$ cat config.mk
export PLATFORM = sky130hd
export DESIGN_NAME = bb_clk_ratio_mon
export DESIGN_NICKNAME = d
export VERILOG_FILES = /design/src/rtl/bb_clk_ratio_mon.sv
export SDC_FILE = /design/constraint.sdc
export NUM_CORES = 1
export LEC_CHECK = 0
export CORE_MARGIN = 4
export CORE_UTILIZATION = 59
export DETAILED_ROUTE_END_ITERATION = 6
export GPL_ROUTABILITY_DRIVEN = 1
export PLACE_DENSITY = 0.85
export SYNTH_ARGS = -nofsm -noshare
export SYNTH_HDL_FRONTEND = slang
export SYNTH_SLANG_ARGS = --single-unit
$ cat constraint.sdc
create_clock -name i_clk -period 6 [get_ports i_clk]
set_clock_uncertainty 0.2 [all_clocks]
set_input_delay 0.9 -clock i_clk [delete_from_list [all_inputs] [get_ports i_clk]]
set_output_delay 0.9 -clock i_clk [all_outputs]
set_load 0.01 [all_outputs]
$ cat src/rtl/bb_clk_ratio_mon.sv
// Divided-clock monitor: measures div_clk period and high width in i_clk cycles,
// locks after LOCK_CNT equal periods, flags period changes and missing edges.
module bb_clk_ratio_mon #(
    parameter int RATIO_WID   = 8,
    parameter int LOCK_CNT    = 4,
    parameter int SYNC_STAGES = 2
) (
    input  logic                 i_clk,
    input  logic                 rst,
    input  logic                 en,
    input  logic                 div_clk,
    input  logic [RATIO_WID-1:0] exp_ratio,
    output logic [RATIO_WID-1:0] meas_ratio,
    output logic [RATIO_WID-1:0] meas_high,
    output logic                 rise_pulse,
    output logic                 locked,
    output logic                 ratio_ok,
    output logic                 mismatch,
    output logic                 timeout
);
    typedef enum logic [1:0] {IDLE, ACQ, MEAS, LOCKED} state_t;

    localparam logic [RATIO_WID-1:0] CNT_MAX    = '1;
    localparam logic [RATIO_WID-1:0] ONE        = RATIO_WID'(1);
    localparam logic [3:0]           LOCK_MATCH = 4'(LOCK_CNT);

    logic [SYNC_STAGES-1:0] sync_q;
    logic                   s, s_d_q, rise, fall;
    state_t                 state_q, state_d;
    logic [RATIO_WID-1:0]   cnt_q, cnt_d, hcnt_q, hcnt_d;
    logic [RATIO_WID-1:0]   meas_ratio_q, meas_ratio_d, meas_high_q, meas_high_d;
    logic [3:0]             match_q, match_d, match_inc;
    logic                   locked_q, locked_d, rise_q, rise_d;
    logic                   mismatch_q, mismatch_d, timeout_q, timeout_d;

    // Sampling chain keeps running while disabled so enabling never fakes an edge.
    always_ff @(posedge i_clk or posedge rst) begin
        if (rst) begin
            sync_q <= '0;
            s_d_q  <= 1'b0;
        end else begin
            sync_q[0] <= div_clk;
            for (int i = 1; i < SYNC_STAGES; i++) begin
                sync_q[i] <= sync_q[i-1];
            end
            s_d_q <= s;
        end
    end

    assign s         = sync_q[SYNC_STAGES-1];
    assign rise      = s & ~s_d_q;
    assign fall      = ~s & s_d_q;
    assign match_inc = (match_q == 4'hF) ? match_q : match_q + 4'd1;

    always_comb begin
        state_d      = state_q;
        cnt_d        = cnt_q;
        hcnt_d       = hcnt_q;
        meas_ratio_d = meas_ratio_q;
        meas_high_d  = meas_high_q;
        match_d      = match_q;
        locked_d     = locked_q;
        rise_d       = en & rise;
        mismatch_d   = 1'b0;
        timeout_d    = 1'b0;
        if (!en) begin
            state_d      = IDLE;
            cnt_d        = '0;
            hcnt_d       = '0;
            meas_ratio_d = '0;
            meas_high_d  = '0;
            match_d      = '0;
            locked_d     = 1'b0;
        end else if (state_q == IDLE) begin
            state_d = ACQ;
        end else if (rise) begin
            cnt_d  = ONE;
            hcnt_d = ONE;
            if (state_q == ACQ) begin
                // First edge only starts a period; nothing to report yet.
                state_d = MEAS;
                match_d = '0;
            end else begin
                meas_ratio_d = cnt_q;
                if (cnt_q == meas_ratio_q) begin
                    match_d = match_inc;
                    if (state_q == MEAS && match_inc == LOCK_MATCH) begin
                        state_d  = LOCKED;
                        locked_d = 1'b1;
                    end
                end else begin
                    match_d = 4'd1;
                    if (state_q == LOCKED) begin
                        mismatch_d = 1'b1;
                        locked_d   = 1'b0;
                        state_d    = MEAS;
                    end
                end
            end
        end else if (cnt_q == CNT_MAX) begin
            timeout_d    = 1'b1;
            state_d      = ACQ;
            cnt_d        = '0;
            hcnt_d       = '0;
            meas_ratio_d = '0;
            meas_high_d  = '0;
            match_d      = '0;
            locked_d     = 1'b0;
        end else begin
            cnt_d = cnt_q + ONE;
            if (s) begin
                hcnt_d = hcnt_q + ONE;
            end
            if (fall && (state_q == MEAS || state_q == LOCKED)) begin
                meas_high_d = hcnt_q;
            end
        end
    end

    always_ff @(posedge i_clk or posedge rst) begin
        if (rst) begin
            state_q      <= IDLE;
            cnt_q        <= '0;
            hcnt_q       <= '0;
            meas_ratio_q <= '0;
            meas_high_q  <= '0;
            match_q      <= '0;
            locked_q     <= 1'b0;
            rise_q       <= 1'b0;
            mismatch_q   <= 1'b0;
            timeout_q    <= 1'b0;
        end else begin
            state_q      <= state_d;
            cnt_q        <= cnt_d;
            hcnt_q       <= hcnt_d;
            meas_ratio_q <= meas_ratio_d;
            meas_high_q  <= meas_high_d;
            match_q      <= match_d;
            locked_q     <= locked_d;
            rise_q       <= rise_d;
            mismatch_q   <= mismatch_d;
            timeout_q    <= timeout_d;
        end
    end

    assign meas_ratio = meas_ratio_q;
    assign meas_high  = meas_high_q;
    assign rise_pulse = rise_q;
    assign locked     = locked_q;
    assign mismatch   = mismatch_q;
    assign timeout    = timeout_q;
    assign ratio_ok   = locked_q && (meas_ratio_q == exp_ratio);
endmodule

# Word level (Yosys, flattened, before mapping)
# Index checks and enable logic that the tools add are counted.
# totals
ff_bits	45
input_bits	12
out_inout_bits	21
word_cells	102
# classes
eq_ne	19
add_sub_neg	3
reduce_logical	11
n_mux	52
bitwise	5
# op_table
operator	n
two-way mux 8 bit	19
two-way mux 4 bit	7
two-way mux 1 bit	18
adder 8 x 1 -> 8 bit, second input constant	2
equality test 8 bit	2
two-way mux 2 bit	8
AND reduction 3 bit	3
equality test 8 bit, second input constant	1
inequality test 4 x 1 -> 1 bit, second input constant	2
inequality test 3 x 1 -> 1 bit, second input constant	2
inequality test 6 x 2 -> 1 bit, second input constant	1
inequality test 6 x 5 -> 1 bit, second input constant	1
AND reduction 5 bit	1
adder 4 x 1 -> 4 bit, second input constant	1
equality test 2 bit, second input constant	2
equality test 4 x 3 -> 1 bit, second input constant	1
equality test 4 bit, second input constant	1
inequality test 2 bit, second input constant	2
inequality test 4 x 2 -> 1 bit, second input constant	1
inequality test 4 x 3 -> 1 bit, second input constant	1
AND reduction 2 bit	2
bitwise AND 1 bit	3
logical AND 1 bit	3
inequality test 3 bit, second input constant	1
other kinds (4)	5

# Logic depth before layout (Yosys ltp)
# depth
word_depth	10
ltp_mapped	6
depth_no_buf	5

# Least setup slack after synthesis
# No wires, ideal clock.
# synth_timing
path_type	input to output
from	in exp_ratio[6]
to	out ratio_ok
stages	3
t_required_ns	4.900
n_path_buf	0
arrival_time_ns	1.510
path_slack_ns	3.390
path_cell_list	xnor2_1 > nand3_1 > nor4_1
# synth_via
elab_chain_cells	2
# synth_rtl
element	line	rtl
from (decl)	12	input logic [RATIO_WID-1:0] exp_ratio,
equality test 8 bit	152	assign ratio_ok = locked_q && (meas_ratio_q == exp_ratio);
logical AND 1 bit	152	
to (decl)	17	output logic ratio_ok,
# No other way between the ends.

# Worst setup path after layout
# layout_timing
from	in exp_ratio[5]
to	out ratio_ok
# The elaborated chain is that of the path after synthesis.

==> results.yml <==
detailed_routing:
  highest_layer: "met4"
  antenna_left: 0
  wire_per_inst_um: 16.5
  wl_met1_um: 2380
  via_per_inst: 6.02
  num_vias: 1994
  drcViolationCount: 0
  drtIter0Drc: 221
  wl_um: 5460
  dr.pass1.iters: 5
  dr_wl_met3_um: 222
  dr_wl_met2_um: 2750
run_status:
  outcome: "finished clean"
run:
  cap_violations: 0
sta:
  fin_crit_ns: 3.54
  tightestPinTransition_ns: 0.875
  slew_headroom_pct: 41.5
  rsz0062_at_grt: "no"
  fmax_mhz: 283
  min_period_over_period_pct: 59.0
  hold_viol: 0
  finalSetupTns_ns: 0
  setup_violations: 0
  slew_violations: 0
clocking:
  cts_setup_buffers: 0
  cts_inserted_buffers: 5
  root_buffer: "clkbuf_8"
  cts_hold_buffers: 0
  ctsResizeCount: 0
  max-clock-path-buffers: 2
  cts_tree: "yes"
  clk_pin_slew_ns: 0.07
  ctsHtreeMaxLevel: 2
  insertion_delay_ns: 0.29
  clock_sinks: 45
logic_synthesis:
  synth_seq_area_share_pct: 45.5
  yosysTopAreaCellShare_pct: 45.5
  synth-edff-count: 0
  synth_cells: 252
  ys_types: 52
  synth_area_leader_cell: "dfrtp_1"
  syn_nets: 267
  yosysWarnings: 0
  synth_area_leaders: "dfrtp_1 46%, nand2_1 4.1%, a22o_1 3.5%"
  ys_ff_latch: 45
  postSynthAreaPerCell_sq_um: 9.81
  yosys_most_used_dff: "dfrtp_1"
  async_flop_share_pct: 100
  syn_area_sq_um: 2470
worst_setup_path:
  worstPathArrival_ns: 2.44
  reg2reg_slack_ns: 3.47
  required_ns: 4.90
  endpoint_kind: "output port"
  ff2ff_path_depth: 5
  startpoint: "exp_ratio[5]"
  r2r-start: "cnt_q[0]"
  critical_path.endpoint: "ratio_ok"
  crit_type: "in -> out"
  r2r-end: "locked"
  critPathMaxFanout: 1
  start_kind: "primary input"
cells_and_area:
  ff_latch_area_sq_um: 1130
  fin_nets: 296
  fillers: 313
  area_growth_pct: 17.7
  final_util_pct: 72.2
  layout_common_cells: "45 x dfrtp_1, 32 x clkdlybuf4s50_1, 27 x nand2_1"
  multiInputGateArea_sq_um: 1220
  diodes: 0
  layout-drive-gt1-share_pct: 7.47
  final_common_cell: "dfrtp_1"
floorplanning:
  die_area_sq_um: 5290
  rows: 23
  start_util_pct: 61.4
  fp.dieW_um: 72.7
  die_height_um: 72.7
  coreArea_sq_um: 4030
  io_pins: 33
placed_design:
  io_buffers: 32
  dp_hpwl_um: 3770
  place_congestion: 0.857
pwr:
  p_leak_uw: 0.00126
  ir_drop_mv: 0.194
  power.density_nw_per_um2: 231
global_routing:
  overflow: 0
  antenna_found_initial: 0
  grt.total_usage_pct: 22.9
  grt_max_degree: 46
  grt_pass1_wl_um: 9440
  first_global_vias: 2005
hold_path:
  hold_path_class: "reg -> reg"
-- metal layers --
layer / up-vias / GRT usage [%]
li1: 966 / -
met1: 956 / 30.0
met2: 61 / 37.9
met3: 11 / 3.44
met4: 0 / 9.63
met5: - / 0
-- power by group --
group          leakage [uW]  switching [uW]  internal, uW
sequential         0.000612            21.4           318
clock             0.0000540            98.1           121
combinational      0.000591            68.3          47.0
-- synth_stat cells (all sizes together) (2+ instances only) --
cell    number
a21boi       2
a21oi       11
a22o        10
a31oi        2
and3         5
and4         2
buf          9
clkbuf       3
dfrtp       45
ha           3
inv         17
mux2i        8
nand2       27
nand2b       2
nand3       14
nand3b       2
nand4        4
nor2        10
nor2b        2
nor3         3
nor3b        3
nor4         3
o211ai       5
o21ai       14
o31ai        4
or3          3
or3b         2
or4          5
xnor2       10
xor2         9
-- flip-flops by register name (all words and copies together), names as in the netlist --
register    flops
cnt_q           8
hcnt_q          8
meas_high       8
meas_ratio      8
match_q         4
state_q         2
sync_q          2
locked          1
mismatch        1
rise_pulse      1
s_d_q           1
timeout         1
-- final cells by class --
cell class | count | share of cell area, %
clock buffers | 5 | 2.36
repair buffers | 34 | 11.5
multi-input cells | 178 | 41.9
clock inverters | 2 | 1.20
flip-flops and latches | 45 | 38.7
inverters | 17 | 2.19
well taps | 50 | 2.15
-- critical path: stages --
cell,delay (ns)
clkdlybuf4s50_1,0.49
xnor2_1,0.12
nand3_1,0.10
nor4_1,0.24
clkdlybuf4s50_1,0.59
-- cell families after synthesis --
kind of cell	Yosys count	synth area share, %
adders and majority gates	3	1.52
xor gates and xnor gates	19	6.73
muxes	8	3.24
buffers and inverters	29	5.16
DFF	45	45.5
AOI/OAI and AO/OA	58	16.7
and+or+nand+nor	90	21.2
-- per-stage QoR --
step / std cells / total power, uW / hold slack [ns] / instance area [sq um] / worst slack, ns
global placement: 324 / 455 / 0.134 / 2810 / 2.51
detailed placement: 324 / 458 / 0.136 / 2810 / 2.50
floorplan: 252 / 421 / 0.131 / 2470 / 3.39
finish: 331 / 674 / 0.152 / 2910 / 2.46
CTS: 331 / 678 / 0.153 / 2910 / 2.49
global route: 331 / 711 / 0.156 / 2910 / 2.36
-- worst min-delay path by stage --
stage | from | slack, ns | endpoint | cells past startpoint
floorplan | sync_q[0] | 0.13 | sync_q[1] | 0
global placement | sync_q[0] | 0.13 | sync_q[1] | 0
detailed placement | sync_q[0] | 0.14 | sync_q[1] | 0
CTS | sync_q[0] | 0.15 | sync_q[1] | 0
global route | sync_q[0] | 0.16 | sync_q[1] | 0
finish | sync_q[0] | 0.15 | sync_q[1] | 0
No activity file was read; power rests on OpenSTA's default activity.
